[src/rtl/rocketcpu_param_smoother.sv]
// One-pole parameter smoother: per sample tick, walks every channel once and moves it toward its snapshotted target.
// Optional feature macro PARAM_SMOOTHER_SNAP_EN adds i_snap (jump straight to target on that pass).
module rocketcpu_param_smoother #(
   parameter int CHANNELS = 4,
   parameter int WIDTH    = 32,
   parameter int SHIFT    = 6
) (
   input  logic                      i_wb_clk,
   input  logic                      i_rst,
   input  logic                      i_sample_tick,
`ifdef PARAM_SMOOTHER_SNAP_EN
   input  logic                      i_snap,
`endif
   input  logic [CHANNELS*WIDTH-1:0] i_target,
   output logic [CHANNELS*WIDTH-1:0] o_param,
   output logic [CHANNELS-1:0]       o_settled,
   output logic                      o_busy,
   output logic                      o_done,
   output logic                      o_overrun
);

   localparam int IDXW = (CHANNELS > 1) ? $clog2(CHANNELS) : 1;
   localparam logic [IDXW-1:0] LAST = IDXW'(CHANNELS - 1);

   typedef enum logic [1:0] {IDLE, UPDATE, DONE} state_t;

   state_t              state, state_next;
   logic [IDXW-1:0]     idx_q;
   logic [WIDTH-1:0]    y_q   [CHANNELS];
   logic [WIDTH-1:0]    tgt_q [CHANNELS];
   logic [CHANNELS-1:0] settled_q;
   logic                overrun_q;
`ifdef PARAM_SMOOTHER_SNAP_EN
   logic                snap_q;
`endif

   logic [WIDTH-1:0]        cur_y, cur_t, y_new;
   logic signed [WIDTH:0]   diff, step;

   always_ff @(posedge i_wb_clk or posedge i_rst) begin
      if (i_rst) state <= IDLE;
      else       state <= state_next;
   end

   always_comb begin
      state_next = state;
      case (state)
         IDLE:    if (i_sample_tick) state_next = UPDATE;
         UPDATE:  if (idx_q == LAST) state_next = DONE;
         DONE:    state_next = IDLE;
         default: state_next = IDLE;
      endcase
   end

   // Difference is taken one bit wider so full-scale swings cannot wrap; the
   // step never overshoots, so the final add fits back into WIDTH bits.
   always_comb begin
      cur_y = y_q[idx_q];
      cur_t = tgt_q[idx_q];
      diff  = $signed({cur_t[WIDTH-1], cur_t}) - $signed({cur_y[WIDTH-1], cur_y});
      step  = diff >>> SHIFT;
      if (step == '0 && diff != '0)
         step = diff[WIDTH] ? '1 : (WIDTH+1)'(1);
`ifdef PARAM_SMOOTHER_SNAP_EN
      y_new = snap_q ? cur_t : cur_y + step[WIDTH-1:0];
`else
      y_new = cur_y + step[WIDTH-1:0];
`endif
   end

   always_ff @(posedge i_wb_clk or posedge i_rst) begin
      if (i_rst) begin
         idx_q     <= '0;
         settled_q <= '0;
         overrun_q <= 1'b0;
`ifdef PARAM_SMOOTHER_SNAP_EN
         snap_q    <= 1'b0;
`endif
         for (int unsigned k = 0; k < CHANNELS; k++) begin
            y_q[k]   <= '0;
            tgt_q[k] <= '0;
         end
      end else begin
         if (i_sample_tick && state != IDLE)
            overrun_q <= 1'b1;
         case (state)
            IDLE: begin
               if (i_sample_tick) begin
                  idx_q <= '0;
`ifdef PARAM_SMOOTHER_SNAP_EN
                  snap_q <= i_snap;
`endif
                  for (int unsigned k = 0; k < CHANNELS; k++)
                     tgt_q[k] <= i_target[k*WIDTH +: WIDTH];
               end
            end
            UPDATE: begin
               y_q[idx_q]       <= y_new;
               settled_q[idx_q] <= (y_new == cur_t);
               idx_q            <= (idx_q == LAST) ? '0 : idx_q + 1'b1;
            end
            default: ;
         endcase
      end
   end

   always_comb begin
      for (int unsigned k = 0; k < CHANNELS; k++)
         o_param[k*WIDTH +: WIDTH] = y_q[k];
   end

   assign o_settled = settled_q;
   assign o_overrun = overrun_q;
   assign o_busy    = (state != IDLE);
   assign o_done    = (state == DONE);

endmodule

[config.mk]
export PLATFORM = sky130hd
export DESIGN_NAME = rocketcpu_param_smoother
export DESIGN_NICKNAME = d
export VERILOG_FILES = /design/src/rtl/rocketcpu_param_smoother.sv
export SDC_FILE = /design/constraint.sdc
export NUM_CORES = 1
export LEC_CHECK = 0
export BUFFER_PORTS_ARGS = -buffer_cell sky130_fd_sc_hd__buf_2
export CAP_MARGIN = 20
export CORE_MARGIN = 10
export CORE_UTILIZATION = 35
export CTS_BUF_LIST = sky130_fd_sc_hd__clkbuf_8 sky130_fd_sc_hd__clkbuf_16
export CTS_CLUSTER_DIAMETER = 80
export DETAILED_ROUTE_END_ITERATION = 7
export GPL_TIMING_DRIVEN = 1
export PLACE_DENSITY = 0.57
export SYNTH_ARGS = -nofsm -noshare
export SYNTH_HDL_FRONTEND = slang
export SYNTH_SLANG_ARGS = --single-unit
export TNS_END_PERCENT = 30
[constraint.sdc]
create_clock -name i_wb_clk -period 8.52 [get_ports i_wb_clk]
set_input_delay 1.278 -clock i_wb_clk [delete_from_list [all_inputs] [get_ports i_wb_clk]]
set_output_delay 1.278 -clock i_wb_clk [all_outputs]
set_load 0.02 [all_outputs]
==> load_flow_metrics.sql <==
INSERT INTO impl_metrics (metric_group, metric, value, unit) VALUES
('timing', 'fmaxAchievable', '0.125', 'GHz'),
('critical_path', 'required', '8.99', 'ns'),
('yosys', 'synth_enable_flop_cells', '0', ''),
('critical_path', 'timing.reg2reg.setup_slack', '0.54', 'ns'),
('floorplanning', 'start_util', '35.4', '%'),
('route', 'drt_iter0_drc', '1028', ''),
('critical_path', 'timing.critical_path.to', 'o_settled[1]', ''),
('clocking', 'cts_inserted_buffers', '30', ''),
('critical_path', 'path_delay_family', 'compound AO/OA/AOI/OAI gates', ''),
('timing', 'final.min_clock_period', '7.98', 'ns'),
('place', 'numPortBuffers', '265', ''),
('critical_path', 'path_common_cell', 'sky130_fd_sc_hd__buf_4', ''),
('global_routing', 'grt.overflow.total', '0', ''),
('final_layout', 'final_cells', '2384', ''),
('timing', 'worst_pin_slew', '0.880', 'ns'),
('global_routing', 'first_pass_grt_wire_length', '79300', 'um'),
('clocking', 'worst_skew_pair.late_latency', '0.58', 'ns'),
('route', 'drt-pass1-iter-count', '5', ''),
('timing', 'final.setup.tns', '0', 'ns'),
('critical_path', 'worstPathBufferInverterCount', '8', ''),
('clocking', 'clock-root-buffer', 'sky130_fd_sc_hd__clkbuf_16', ''),
('critical_path', 'cp.arrival', '8.45', 'ns'),
('timing', 'post-route-period-util', '93.7', '%'),
('yosys', 'synthArstFlopShare', '100', '%'),
('worst_hold_path', 'hold_path_class', 'flop to flop', ''),
('floorplanning', 'die_x', '231', 'um'),
('timing', 'rsz_0062_raised_after_global_routing', 'false', ''),
('global_routing', 'grt_util_all_layers', '18.8', '%'),
('floorplanning', 'pin_count', '266', ''),
('final_layout', 'nNetsFinal', '1969', ''),
('yosys', 'synth_warnings', '0', ''),
('route', 'ant_nets', '0', ''),
('floorplanning', 'fp.dieH', '231', 'um'),
('yosys', 'netlist_area_before_placement', '15700', 'um2'),
('critical_path', 'maximum_net_fanout_on_the_critical_path', '18', ''),
('place', 'finalWeightedCongestion', '0.937', ''),
('timing', 'fin_worst_skew', '0.0171', 'ns'),
('yosys', 'post_synth_num_cell_types', '71', ''),
('final_layout', 'syn2layout_area_growth', '23.7', '%'),
('global_routing', 'grt_pass1_vias', '13021', ''),
('route', 'total_routed_length', '51400', 'um'),
('route', 'detailed_route_wire_length_per_cell', '21.5', 'um'),
('place', 'dpl-instance-area', '18200', 'um2'),
('timing', 'finalSetupViolCount', '0', ''),
('place', 'placed_cells_incl_taps', '2316', ''),
('critical_path', 'element_type_at_the_critical_path_start', 'flop', ''),
('floorplanning', 'dieArea', '53600', 'um2'),
('critical_path', 'critical_path_class', 'flop to flop', ''),
('critical_path', 'critical-path-max-stage-delay', '0.54', 'ns'),
('critical_path', 'timing.critical_path.from', 'idx_q[0]', ''),
('final_layout', 'post_route_cells_drive_above_1_share', '36.8', '%'),
('yosys', 'dominantRegCellSynth', 'sky130_fd_sc_hd__dfrtp_1', ''),
('route', 'residual_drc', '0', ''),
('route', 'drt-vias-per-instance', '5.33', ''),
('timing', 'relSlewSlack', '41.3', '%'),
('clocking', 'tritoncts', 'done', ''),
('yosys', 'flip_flop_and_latch_count_after_synthesis', '265', ''),
('route', 'route.vias.total', '12701', ''),
('timing', 'final_max_slew_viol_count', '0', ''),
('clocking', 'path_clk_slew', '0.06', 'ns'),
('critical_path', 'r2r_cells', '32', ''),
('critical_path', 'crit-reg2reg-launch', 'idx_q[0]', ''),
('place', 'hpwlAfterDp', '40800', 'um'),
('global_routing', 'grt_antenna_before_repair', '12', ''),
('flow_run', 'maxcap_viol_count', '0', ''),
('floorplanning', 'floorplan.core_area', '44200', 'um2'),
('clocking', 'cts_hold_repair.buffers', '0', ''),
('yosys', 'synth-seq-area-share', '42.4', '%'),
('yosys', 'average_footprint_of_a_synthesized_cell', '10.9', 'um2'),
('clocking', 'clk_path_buf_depth', '3', ''),
('yosys', 'synth_nets', '1640', ''),
('critical_path', 'timing.critical_path.to_type', 'flop', ''),
('critical_path', 'slowest_stage', 'sky130_fd_sc_hd__dfrtp_4', ''),
('critical_path', 'rr_endpoint', 'o_settled[1]', ''),
('clocking', 'htree_levels', '1', ''),
('floorplanning', 'row_count', '77', ''),
('global_routing', 'grt_max_degree', '160', ''),
('clocking', 'cts_sinks', '265', ''),
('final_layout', 'final_cell_area', '19400', 'um2'),
('critical_path', 'path_depth', '32', ''),
('yosys', 'syn_inst', '1437', ''),
('run_status', 'status', 'finished clean', ''),
('timing', 'report.final.hold_viol_count', '0', '');
## per-stage QoR
step | setup WS [ns] | util [%] | hold WS, ns
final | 0.535 | 43.8 | 0.466
after global routing | 0.0181 | 43.8 | 0.511
after CTS | 0.298 | 43.5 | 0.470
after detailed placement | 0.360 | 41.2 | 0.449
after global placement | 0.521 | 41.2 | 0.448
after floorplan | -0.00590 | - | 0.446
## final cells by class
type	instances	area, um2
Fill cell	4264	24900
Multi-Input combinational cell	1039	8570
Sequential cell	265	6640
Timing Repair Buffer	374	2190
Clock buffer	36	845
Tap cell	592	741
Inverter	56	214
Clock inverter	19	155
Antenna cell	3	7.51
## sequential cells by signal, indices dropped and copies added (netlist names)
name	count
o_settled	4
idx_q	2
tgt_q	128
state	2
o_param	128
o_overrun	1
## worst register-to-register path, delay by kind of cell, from the launching register on
kind,cells,cell delay [ns]
DFF,1,0.54
xor gates and xnor gates,2,0.49
buffers and inverters,8,1.32
and+or+nand+nor,8,1.76
muxes,1,0.40
AOI/OAI and AO/OA,10,2.42
adders and majority gates,3,0.96
## routing by layer
layer / up-vias / GRT usage, % / share of wire [%]
li1: 5925 / - / -
met1: 6279 / 25.6 / 45
met2: 402 / 28.8 / 44
met3: 77 / 5.67 / 8.8
met4: 18 / 4.34 / 1.9
met5: - / 0 / 0.21
## cells by family after synthesis
family,after synthesis,share of synthesized area (%)
xor gates and xnor gates,78,5.29
muxes,200,19.0
and+or+nand+nor,342,10.2
DFF,265,42.4
AOI/OAI and AO/OA,347,14.1
adders and majority gates,72,5.85
buffers and inverters,133,3.24
## cell usage after synthesis, types with 4 or more instances
master	number	area [um2]
sky130_fd_sc_hd__nand3_1	28	140
sky130_fd_sc_hd__nand4_1	7	43.8
sky130_fd_sc_hd__buf_1	10	37.5
sky130_fd_sc_hd__xor2_1	27	236
sky130_fd_sc_hd__a211o_1	12	105
sky130_fd_sc_hd__and2_1	9	56.3
sky130_fd_sc_hd__o211ai_1	8	60.1
sky130_fd_sc_hd__nand2_1	176	661
sky130_fd_sc_hd__a21boi_0	5	37.5
sky130_fd_sc_hd__a21oi_1	54	270
sky130_fd_sc_hd__buf_2	6	30.0
sky130_fd_sc_hd__mux4_2	64	1440
sky130_fd_sc_hd__a21o_1	21	158
sky130_fd_sc_hd__inv_1	56	210
sky130_fd_sc_hd__dfrtp_1	265	6630
sky130_fd_sc_hd__nor3_1	19	95.1
sky130_fd_sc_hd__xnor3_1	10	225
sky130_fd_sc_hd__o21bai_1	5	37.5
sky130_fd_sc_hd__ha_1	70	876
sky130_fd_sc_hd__clkbuf_1	61	229
sky130_fd_sc_hd__nor2b_1	12	75.1
sky130_fd_sc_hd__or3_1	5	31.3
sky130_fd_sc_hd__nor2_1	38	143
sky130_fd_sc_hd__nand2b_1	5	31.3
sky130_fd_sc_hd__o31ai_1	8	60.1
sky130_fd_sc_hd__nand4b_1	5	43.8
sky130_fd_sc_hd__o21a_1	14	105
sky130_fd_sc_hd__mux2_2	132	1490
sky130_fd_sc_hd__a211oi_1	9	67.6
sky130_fd_sc_hd__xnor2_1	40	350
sky130_fd_sc_hd__nor4_1	7	43.8
sky130_fd_sc_hd__o2111a_1	4	45.0
sky130_fd_sc_hd__or2_2	10	62.6
sky130_fd_sc_hd__o21ai_0	155	776
sky130_fd_sc_hd__o2111ai_1	5	43.8
sky130_fd_sc_hd__mux2i_1	4	40.0
sky130_fd_sc_hd__and3_1	6	37.5
sky130_fd_sc_hd__a31oi_1	5	31.3
sky130_fd_sc_hd__and4_1	5	43.8
## what timing repair did
item	CTS	global route
endpoints found under the setup margin	0	4
gates resized for setup	0	11
buffers inserted	0	10
## cell usage in the layout, fill, tap and decap left out, drive strengths merged, types with 38 or more instances in the layout
master / instances
nand2: 177
nor2: 38
o21ai: 155
mux4: 64
inv: 64
mux2: 132
buf: 374
a21oi: 56
dfrtp: 265
xnor2: 40
ha: 70
## worst min path at each step
stage               from   endpoint  slack (ns)  cells past startpoint
2_1_floorplan   state[1]   state[0]        0.45                      1
3_3_place_gp   o_overrun  o_overrun        0.45                      1
3_5_place_dp   o_overrun  o_overrun        0.45                      1
4_1_cts        o_overrun  o_overrun        0.47                      1
5_1_grt        o_overrun  o_overrun        0.51                      1
6_report       o_overrun  o_overrun        0.47                      1
Power is not shown: default switching activity piles up to over one toggle a cycle in this logic, so the estimate is an artifact.
